`config.mk`:
```
export PLATFORM = sky130hd
export DESIGN_NAME = cmp_bist_sequencer
export DESIGN_NICKNAME = d
export VERILOG_FILES = /design/src/rtl/cmp_bist_pkg.sv /design/src/rtl/cmp_golden.sv /design/src/rtl/cmp_bist_sequencer.sv
export SDC_FILE = /design/constraint.sdc
export NUM_CORES = 1
export LEC_CHECK = 0
export BUFFER_PORTS_ARGS = -buffer_cell sky130_fd_sc_hd__buf_2
export CORE_UTILIZATION = 45
export DETAILED_ROUTE_END_ITERATION = 8
export HOLD_SLACK_MARGIN = 0.06
export PLACE_DENSITY_LB_ADDON = 0.08
export SLEW_MARGIN = 20
export SYNTH_ARGS = -nofsm -noshare
export SYNTH_HDL_FRONTEND = slang
export SYNTH_SLANG_ARGS = --single-unit
```
`constraint.sdc`:
```
create_clock -name clk -period 2.6 [get_ports clk]
set_input_delay 0.13 -clock clk [delete_from_list [all_inputs] [get_ports clk]]
set_output_delay 0.13 -clock clk [all_outputs]
set_load 0.02 [all_outputs]
```
`src/rtl/cmp_bist_pkg.sv`:
```
// Shared types and constants for the comparator BIST sequencer.
package cmp_bist_pkg;

    typedef enum logic [1:0] {
        IDLE   = 2'd0,
        SETTLE = 2'd1,
        SAMPLE = 2'd2,
        DONE   = 2'd3
    } state_e;

    // Bit positions inside the {lt, eq, gt} result code
    localparam int unsigned GT_BIT = 0;
    localparam int unsigned EQ_BIT = 1;
    localparam int unsigned LT_BIT = 2;
    localparam int unsigned RES_W  = 3;

    localparam int unsigned WIDTH_DEFAULT = 2;
    localparam int unsigned NUM_PAIRS     = 2 ** (2 * WIDTH_DEFAULT);

endpackage

```
`src/rtl/cmp_golden.sv`:
```
// Combinational reference comparator: one-hot {lt, eq, gt} for unsigned operands.
module cmp_golden
    import cmp_bist_pkg::*;
#(
    parameter int unsigned WIDTH = 2
) (
    input  logic [WIDTH-1:0] a_i,
    input  logic [WIDTH-1:0] b_i,
    output logic [RES_W-1:0] exp_code_c_o
);

    always_comb begin
        exp_code_c_o         = '0;
        exp_code_c_o[GT_BIT] = (a_i > b_i);
        exp_code_c_o[EQ_BIT] = (a_i == b_i);
        exp_code_c_o[LT_BIT] = (a_i < b_i);
    end

endmodule

```
`src/rtl/cmp_bist_sequencer.sv`:
```
// Sweeps every (A,B) pair through an external comparator, checks its flags
// against cmp_golden after a settle time, and reports pass/fail details.
module cmp_bist_sequencer
    import cmp_bist_pkg::*;
#(
    parameter int unsigned WIDTH         = 2,
    parameter int unsigned SETTLE_CYCLES = 1,
    parameter int unsigned ERR_W         = 5
) (
    input  logic             clk,
    input  logic             rst,
    input  logic             start,
    output logic [WIDTH-1:0] cmp_a,
    output logic [WIDTH-1:0] cmp_b,
    input  logic             gt_in,
    input  logic             eq_in,
    input  logic             lt_in,
    output logic             busy,
    output logic             done,
    output logic             pass,
    output logic [ERR_W-1:0] err_count,
    output logic             fail_valid,
    output logic [WIDTH-1:0] fail_a,
    output logic [WIDTH-1:0] fail_b
);

    localparam int unsigned      CNT_W    = (SETTLE_CYCLES > 1) ? $clog2(SETTLE_CYCLES) : 1;
    localparam logic [CNT_W-1:0] CNT_LOAD = CNT_W'(SETTLE_CYCLES - 1);
    localparam logic [WIDTH-1:0] OP_MAX   = '1;
    localparam logic [ERR_W-1:0] ERR_MAX  = '1;

    state_e             state_q, state_d;
    logic [CNT_W-1:0]   cnt_q, cnt_d;
    logic [WIDTH-1:0]   cmp_a_q, cmp_a_d, cmp_b_q, cmp_b_d;
    logic               busy_q, busy_d, done_q, done_d, pass_q, pass_d;
    logic [ERR_W-1:0]   err_q, err_d;
    logic               fail_valid_q, fail_valid_d;
    logic [WIDTH-1:0]   fail_a_q, fail_a_d, fail_b_q, fail_b_d;

    logic [RES_W-1:0]   exp_code_c;
    logic [RES_W-1:0]   flags_c;
    logic               mismatch_c;
    logic [ERR_W-1:0]   err_upd_c;

    cmp_golden #(.WIDTH(WIDTH)) u_golden (
        .a_i          (cmp_a_q),
        .b_i          (cmp_b_q),
        .exp_code_c_o (exp_code_c)
    );

    always_comb begin
        flags_c         = '0;
        flags_c[GT_BIT] = gt_in;
        flags_c[EQ_BIT] = eq_in;
        flags_c[LT_BIT] = lt_in;
    end

    // Any differing bit counts, so non-one-hot flag codes are caught too
    assign mismatch_c = (flags_c != exp_code_c);
    assign err_upd_c  = (!mismatch_c || err_q == ERR_MAX) ? err_q : err_q + ERR_W'(1);

    always_comb begin
        state_d      = state_q;
        cnt_d        = cnt_q;
        cmp_a_d      = cmp_a_q;
        cmp_b_d      = cmp_b_q;
        busy_d       = busy_q;
        done_d       = done_q;
        pass_d       = pass_q;
        err_d        = err_q;
        fail_valid_d = fail_valid_q;
        fail_a_d     = fail_a_q;
        fail_b_d     = fail_b_q;

        case (state_q)
            IDLE, DONE: begin
                if (start) begin
                    cmp_a_d      = '0;
                    cmp_b_d      = '0;
                    err_d        = '0;
                    fail_valid_d = 1'b0;
                    fail_a_d     = '0;
                    fail_b_d     = '0;
                    done_d       = 1'b0;
                    pass_d       = 1'b0;
                    busy_d       = 1'b1;
                    cnt_d        = CNT_LOAD;
                    state_d      = SETTLE;
                end
            end
            SETTLE: begin
                if (cnt_q == '0) begin
                    state_d = SAMPLE;
                end else begin
                    cnt_d = cnt_q - CNT_W'(1);
                end
            end
            SAMPLE: begin
                err_d = err_upd_c;
                if (mismatch_c && !fail_valid_q) begin
                    fail_valid_d = 1'b1;
                    fail_a_d     = cmp_a_q;
                    fail_b_d     = cmp_b_q;
                end
                // Last pair ends the sweep with the operands left in place
                if (cmp_a_q == OP_MAX && cmp_b_q == OP_MAX) begin
                    busy_d  = 1'b0;
                    done_d  = 1'b1;
                    pass_d  = (err_upd_c == '0);
                    state_d = DONE;
                end else begin
                    cmp_b_d = cmp_b_q + WIDTH'(1);
                    if (cmp_b_q == OP_MAX) begin
                        cmp_a_d = cmp_a_q + WIDTH'(1);
                    end
                    cnt_d   = CNT_LOAD;
                    state_d = SETTLE;
                end
            end
            default: state_d = IDLE;
        endcase
    end

    always_ff @(posedge clk) begin
        if (rst) begin
            state_q      <= IDLE;
            cnt_q        <= '0;
            cmp_a_q      <= '0;
            cmp_b_q      <= '0;
            busy_q       <= 1'b0;
            done_q       <= 1'b0;
            pass_q       <= 1'b0;
            err_q        <= '0;
            fail_valid_q <= 1'b0;
            fail_a_q     <= '0;
            fail_b_q     <= '0;
        end else begin
            state_q      <= state_d;
            cnt_q        <= cnt_d;
            cmp_a_q      <= cmp_a_d;
            cmp_b_q      <= cmp_b_d;
            busy_q       <= busy_d;
            done_q       <= done_d;
            pass_q       <= pass_d;
            err_q        <= err_d;
            fail_valid_q <= fail_valid_d;
            fail_a_q     <= fail_a_d;
            fail_b_q     <= fail_b_d;
        end
    end

    assign cmp_a      = cmp_a_q;
    assign cmp_b      = cmp_b_q;
    assign busy       = busy_q;
    assign done       = done_q;
    assign pass       = pass_q;
    assign err_count  = err_q;
    assign fail_valid = fail_valid_q;
    assign fail_a     = fail_a_q;
    assign fail_b     = fail_b_q;

endmodule
```
==> summary.md, run 1 <==
| Metric | Value |
|---|---|
| Skew-Pair Late Insertion Delay | `0.31 ns` |
| WHS Path Cells | `4` |
| CTS Hold Bufs | `0` |
| Routed met3 length | `72 um` |
| Core Util, Final | `0.5693` |
| Post-Syn Area | `1149 um2` |
| Placer's final routability congestion estimate | `0.7818` |
| HP Class | `in2reg` |
| Post-synth cell types | `43` |
| Residual DRC | `0` |
| Syn avg cell area | `8.636 um2` |
| CTS buffer count | `3` |
| Synth warn | `0` |
| Fin crit period | `2.289 ns` |
| Outcome | `completed` |
| Global-route usage over all layers | `0.2145` |
| CORE AREA | `2318 um2` |
| Post-route antenna net violation count | `0` |
| Die Y | `52.52 um` |
| # resized after CTS | `0` |
| First-pass GRT wire length | `4250 um` |
| Max Cap Viol | `0` |
| Max FO, Critical Path | `5` |
| First DRT Iteration DRCs | `17` |
| CTS tree | `done` |
| RSZ-0062 raised after global routing | `false` |
| Chip Width | `52.52 um` |
| Fin. Hold Viols | `0` |
| Met1 Routed Length | `1256 um` |
| Synth Flop Type | `dfxtp_1` |
| P_leak | `0.6004 nW` |
| Ports | `23` |
| Critical path type | `reg2reg` |
| # diodes | `0` |
| Startpoint Class | `flop` |
| Post-route setup TNS | `0 ns` |
| Reg2Reg Setup Slack | `0.31 ns` |
| Area growth syn-to-layout | `14.92%` |
| CTS root buffer | `clkbuf_4` |
| Least-Margin Pin Slew | `0.3908 ns` |
| Register-to-Register Path Depth | `8` |
| Pre-CTS WS | `0.3420 ns` |
| Syn_nets | `147` |
| Clock Tree Buf Depth | `2` |
| Vias in the first global route | `961` |
| WP data arrival | `2.50 ns` |
| Final setup margin | `0.3113 ns` |
| Total power | `912.0 uW` |
| Layout Nets | `173` |
| Via density per instance | `5.554` |
| Power density of the placed cells | `690.9 nW/um2` |
| Kind of end point of the critical path | `flop` |
| Number of enable flip-flop cells after synthesis | `0` |
| Final Cycle Share | `0.8803` |
| Share of post-route cells with drive strength above 1 | `0.2532` |
| Post-CTS setup buffer count | `0` |
| Starting Density | `0.4954` |
| Clk sink count | `19` |
| Placed Area | `1294 um2` |
| Post-layout instance area | `1320 um2` |
| Async set-or-reset flop fraction in the synthesized netlist | `0` |
| Worst vdd ir | `0.0005231 V` |
| Met2 wire length | `1128 um` |
| Slew Limit Headroom | `0.7320` |
| Initial antenna violation count | `0` |
| Finish-stage setup viols | `0` |
| Die area | `2758 um2` |
| Row cnt | `17` |
| Pin count of the biggest net entering global routing | `19` |
| 1st-pass router iterations | `4` |
| Grt ovf | `0` |
| Cell count after synthesis | `133` |
| Vias | `1033` |
| Synthesis-stage register bit count | `19` |
| Clk slew on worst S/H paths | `0.11 ns` |
| H-tree Lvls | `1` |
| Max layer used | `met4` |
| Wirelength per Cell | `13.47 um` |
| Register area share after synthesis | `0.3312` |
| Port bufs | `22` |
| Post-Route WL | `2505 um` |
| Worst Skew | `0.006937 ns` |
| Hpwl dp | `1918 um` |
| Fmax | `0.4369 GHz` |
| Fin. max-slew vios | `0` |
| CP required | `2.81 ns` |
## layout make-up
type	instances	area [um2]
fillers	219	998.5
flip-flops and latches	19	380.4
multi-input cells	102	719.4
well taps	28	35.03
clock buffers	4	26.28
repair buffers	24	125.1
inverters	9	33.78
## synth_stat cells (2+ instances only)
| master | instances | area, um2 |
|---|---|---|
| a21oi_1 | 7 | 35.03 |
| a22o_1 | 5 | 43.79 |
| and2_2 | 2 | 15.01 |
| and3_1 | 2 | 12.51 |
| clkbuf_1 | 2 | 7.510 |
| dfxtp_1 | 19 | 380.4 |
| ha_1 | 8 | 100.1 |
| inv_1 | 9 | 33.78 |
| mux2i_1 | 4 | 40.04 |
| nand2_1 | 5 | 18.77 |
| nand2b_1 | 5 | 31.28 |
| nand3_1 | 7 | 35.03 |
| nor2_1 | 14 | 52.55 |
| nor2b_1 | 2 | 12.51 |
| nor3_1 | 2 | 10.01 |
| o21ai_0 | 10 | 50.05 |
| o221ai_1 | 2 | 17.52 |
| o31ai_1 | 2 | 15.01 |
| or2_1 | 2 | 12.51 |
## cells in the final DEF (no fill, tap or decap), drive strengths merged, types with 2 or more instances in the layout
cell type  count
o31ai          2
nand2          5
inv            9
and3           2
o221ai         2
a21oi          9
o21ai         10
nand3          7
mux2i          4
and2           4
nor3           2
buf           24
nor2b          2
ha             8
o31a           2
clkbuf         4
a22o           5
or3            3
dfxtp         19
nand2b         5
or2            2
nor2          14
## sequential cells by signal, summed over array words and instances (netlist names)
| name | cells |
|---|---|
| fail_a | 2 |
| fail_valid | 1 |
| fail_b | 2 |
| err_count | 5 |
| cmp_a | 2 |
| pass | 1 |
| state_q | 2 |
| done | 1 |
| cmp_b | 2 |
| busy | 1 |
## through the flow
stage	std cells	hold WS, ns
5_1_grt	186	0.1741
2_1_floorplan	133	0.3197
6_report	186	0.1156
4_1_cts	186	0.1101
3_3_place_gp	182	0.4359
3_5_place_dp	182	0.4517
## power by group
group / internal, mW / switching (mW) / leakage, nW
sequential: 0.322 / 0.0266 / 0.154
combinational: 0.165 / 0.239 / 0.431
clock: 0.0600 / 0.0985 / 0.0150
## layer usage
layer | track usage | up-vias
li1 | - | 531
met1 | 0.2792 | 485
met2 | 0.3354 | 12
met3 | 0.04058 | 5
met4 | 0.1053 | 0
met5 | 0 | -
## critical path, cell delays in order (launching register included)
cell and delay, ns:
dfxtp_1 0.42, inv_1 0.06, ha_1 0.34, nor2b_1 0.17, o31a_2 0.30, and2_4 0.17, and2_2 0.22, o31a_1 0.30
a22o_1 0.20
## logic make-up after synthesis
family | count (synthesis) | synth area share
AND/OR/NAND/NOR | 51 | 0.2560
AO/OA/AOI/OAI | 39 | 0.2484
flip-flops | 19 | 0.3312
buffers and inverters | 12 | 0.04249
adder cells (fa/ha/maj) | 8 | 0.08715
multiplexers | 4 | 0.03486
## final timing paths
kind | startpoint | end
max | cmp_b[1] | fail_a[1]
min reg2reg | fail_b[1] | fail_b[1]
max reg2reg | cmp_b[1] | fail_a[1]
min | start | state_q[1]
No activity file was read; power rests on OpenSTA's default activity.
==> inputs of run 2 (changes only) <==
--- a/config.mk
+++ b/config.mk
@@ -5,6 +5,7 @@
 export SDC_FILE = /design/constraint.sdc
 export NUM_CORES = 1
 export LEC_CHECK = 0
+export ABC_AREA = 1
 export BUFFER_PORTS_ARGS = -buffer_cell sky130_fd_sc_hd__buf_2
 export CORE_UTILIZATION = 45
 export DETAILED_ROUTE_END_ITERATION = 8
==> summary.md, run 2 <==
| Metric | Value |
|---|---|
| Outcome | `completed` |
| Net switching power | `202.8 uW (-44%)` |
| P_leak | `0.6182 nW (+3.0%)` |
| Max Cap Viol | `0 (unchanged)` |
| Wirelength per Cell | `11.34 um (-16%)` |
| Post-synth top area share | `0.3412 (+0.01003)` |
| Synth cell count leaders | `nand2_1, inv_1, dfxtp_1` |
| Commonest non-fill, non-tap cell in the layout | `nand2_1` |
| Max reg flops | `5 (unchanged)` |
| Register area share after synthesis | `0.3412 (+0.01003)` |
| Max FO, Critical Path | `13 (+8)` |
| # diodes | `0 (unchanged)` |
| Top-count cell post-synth | `nand2_1` |
| Busiest grt layer | `met2` |
| Row cnt | `17 (unchanged)` |
| CP required | `2.79 ns (-0.02 ns)` |
| Synth warn | `0 (unchanged)` |
| Ports | `23 (unchanged)` |
| Area growth syn-to-layout | `12.46%` |
| Chip Width | `51.78 um (-1.4%)` |
| Pin count of the biggest net entering global routing | `18 (-1)` |
| Power density of the placed cells | `483.5 nW/um2 (-30%)` |
| Cell count after synthesis | `157 (+18%)` |
| Synth Area in Adders | `0.08979 (+0.002641)` |
| Post-route antenna net violation count | `0 (unchanged)` |
| Vias | `1061 (+2.7%)` |
| Hpwl dp | `1787 um (-6.9%)` |
| Placer's final routability congestion estimate | `0.8178 (+4.6%)` |
| # resized after CTS | `0 (unchanged)` |
| CTS tree | `done` |
| Crit-path max cell delay | `0.37 ns (-0.05 ns)` |
| Residual DRC | `0 (unchanged)` |
| Most frequent cells in the layout | `nand2_1, inv_1, buf_2, dfxtp_1, a21oi_1` |
| Syn_nets | `171 (+16%)` |
| Slowest-stage cell, CP | `dfxtp_1` |
| Finish-stage setup viols | `0 (unchanged)` |
| Clk pwr share | `0.262 (+0.088)` |
| Initial antenna violation count | `0 (unchanged)` |
| Yosys top cell by area | `dfxtp_1` |
| Portion of total power attributed to combinational logic | `0.226 (-0.218)` |
| Async set-or-reset flop fraction in the synthesized netlist | `0 (unchanged)` |
| Post-route setup TNS | `0 ns (unchanged)` |
| Via density per instance | `5.101 (-8.2%)` |
| RSZ-0062 raised after global routing | `false` |
| Clock Tree Buf Depth | `2 (unchanged)` |
| Share of post-route cells with drive strength above 1 | `0.1944 (-0.05872)` |
| First-pass GRT wire length | `4057 um (-4.5%)` |
| Vias in the first global route | `952 (-0.94%)` |
| Fmax | `0.5293 GHz (+21%)` |
| Startpoint Class | `flop` |
| Reg2Reg Setup Slack | `0.71 ns (+0.40 ns)` |
| CTS Hold Bufs | `0 (unchanged)` |
| XOR/XNOR Fraction of Synth Area | `0.01571 (+0.01571)` |
| Grt ovf | `0 (unchanged)` |
| Port bufs | `22 (unchanged)` |
| Synth top area cells | `dfxtp_1, nand2_1, ha_1` |
| Global routing usage on met1 | `0.2616 (-0.01750)` |
| 1st-pass router iterations | `4 (unchanged)` |
| CTS root buffer | `clkbuf_4` |
| Slew Limit Headroom | `0.7737 (+0.04170)` |
| Synth Area in Compound Gates | `0.1246 (-0.1238)` |
| Die Y | `51.78 um (-1.4%)` |
| Met3 Track Usage GR | `0.03509 (-0.005492)` |
| Least-Margin Pin Slew | `0.3387 ns (-0.05217 ns)` |
| Final Cycle Share | `0.7267 (-0.1536)` |
| Largest family of logic cells by synthesized area | `simple AND/OR/NAND/NOR gates` |
| Register-to-Register Path Depth | `10 (+2)` |
| Cells along the critical path | `inv_1 -> ha_1 -> inv_1 -> nor2_1 -> nor2_4 -> nor2_4 -> nor2_2 -> o21ai_0 -> nand2_1 -> a21oi_1` |
| Met2 GRT Util | `0.3485 (+0.01304)` |
| Die area | `2681 um2 (-2.8%)` |
| Pre-CTS WS | `0.7285 ns (+0.3865 ns)` |
| Worst vdd ir | `0.0002576 V (-51%)` |
| Final setup margin | `0.7106 ns (+0.3993 ns)` |
| Post-synthesis mux area share | `0 (-0.03486)` |
| Synth Flop Type | `dfxtp_1` |
| Layout Nets | `195 (+13%)` |
| Kind of end point of the critical path | `flop` |
| Synth Area in Simple Gates | `0.3244 (+0.06836)` |
| Clk slew on worst S/H paths | `0.11 ns (about the same)` |
| Global-route usage over all layers | `0.2054 (-0.009089)` |
| WP data arrival | `2.08 ns (-0.42 ns)` |
| Worst Skew | `0.006919 ns (-0.00001793 ns)` |
| Starting Density | `0.4898 (-0.005583)` |
| H-tree Lvls | `1 (unchanged)` |
| Sequential power share | `0.512 (+0.130)` |
| Number of enable flip-flop cells after synthesis | `0 (unchanged)` |
| Net Sw Frac | `0.3345 (-0.06525)` |
| Critical path type | `reg2reg` |
| Skew-Pair Late Insertion Delay | `0.31 ns (about the same)` |
| Clk sink count | `19 (unchanged)` |
| First DRT Iteration DRCs | `34 (+17)` |
| Synthesis-stage register bit count | `19 (unchanged)` |
| Fin. max-slew vios | `0 (unchanged)` |
| HP Class | `in2reg` |
| Post-synth cell types | `22 (-49%)` |
| Post-Syn Area | `1115 um2 (-2.9%)` |
| WHS Path Cells | `4 (unchanged)` |
| Post-CTS setup buffer count | `0 (unchanged)` |
| Pint | `403.3 uW (-26%)` |
| CTS buffer count | `3 (unchanged)` |
| Fin crit period | `1.889 ns (-0.3993 ns)` |
| Fin. Hold Viols | `0 (unchanged)` |
| Syn avg cell area | `7.101 um2 (-18%)` |
| Post-Route WL | `2358 um (-5.9%)` |
| CORE AREA | `2276 um2 (-1.8%)` |
run 2: cell types whose count changed after synthesis, sizes merged, moves of 7 or more:
| cell | change |
|---|---|
| nand3 | +7 |
| a21oi | +9 |
| nand2 | +43 |
| inv | +13 |
run 2: worst paths after layout:
| path | from | end |
|---|---|---|
| hold / removal | start | state_q[1] |
| setup reg to reg | state_q[0] | cmp_a[0] |
| hold reg to reg | fail_b[0] | fail_b[0] |
| setup / recovery | state_q[0] | cmp_a[0] |
run 2: area by class of cell:
cell class / instances / area (um2)
clock buffers: 3 / 22.52
inverters: 22 / 82.58
repair buffers: 22 / 110.1
well taps: 28 / 35.03
flip-flops and latches: 19 / 380.4
multi-input cells: 113 / 618.1
fillers: 233 / 1022
clock inverters: 1 / 5.005
run 2: cells by family after synthesis:
family,count (synthesis)
flip-flops,19
buffers and inverters,25
AND/OR/NAND/NOR,77
XOR/XNOR,2
AO/OA/AOI/OAI,26
adder cells (fa/ha/maj),8
run 2: metal layers:
metal  routed length, um  vias up
li1                    -      553
met1                1143      484
met2                1104       20
met3                  94        4
met4                  15        0
met5                   0        -
run 2: power groups by stage:
| stage | clock (mW) | sequential, mW | combinational, mW |
|---|---|---|---|
| global placement | 0 | 0.317 | 0.133 |
| CTS | 0.161 | 0.310 | 0.138 |
| finish | 0.159 | 0.310 | 0.137 |
| detailed placement | 0 | 0.317 | 0.137 |
| floorplan | 0 | 0.323 | 0.104 |
| global route | 0.169 | 0.312 | 0.159 |
run 2: per-stage QoR:
| step | cell area, um2 | utilization | hold WS, ns | power [mW] | cells |
|---|---|---|---|---|---|
| 2_1_floorplan | 1115 | - | 0.3069 | 0.4267 | 157 |
| 3_3_place_gp | 1226 | 0.5388 | 0.4447 | 0.4498 | 204 |
| 3_5_place_dp | 1226 | 0.5388 | 0.4517 | 0.4543 | 204 |
| 4_1_cts | 1254 | 0.5509 | 0.1470 | 0.6100 | 208 |
| 5_1_grt | 1254 | 0.5509 | 0.1981 | 0.6401 | 208 |
| 6_report | 1254 | 0.5509 | 0.1505 | 0.6061 | 208 |
run 2: critical path, delay by kind of cell (launching register included):
family / cells / cell delay (ns)
simple gates: 5 / 0.75
flops: 1 / 0.37
fa+ha+maj: 1 / 0.30
compound gates: 2 / 0.24
buf+inv: 2 / 0.13
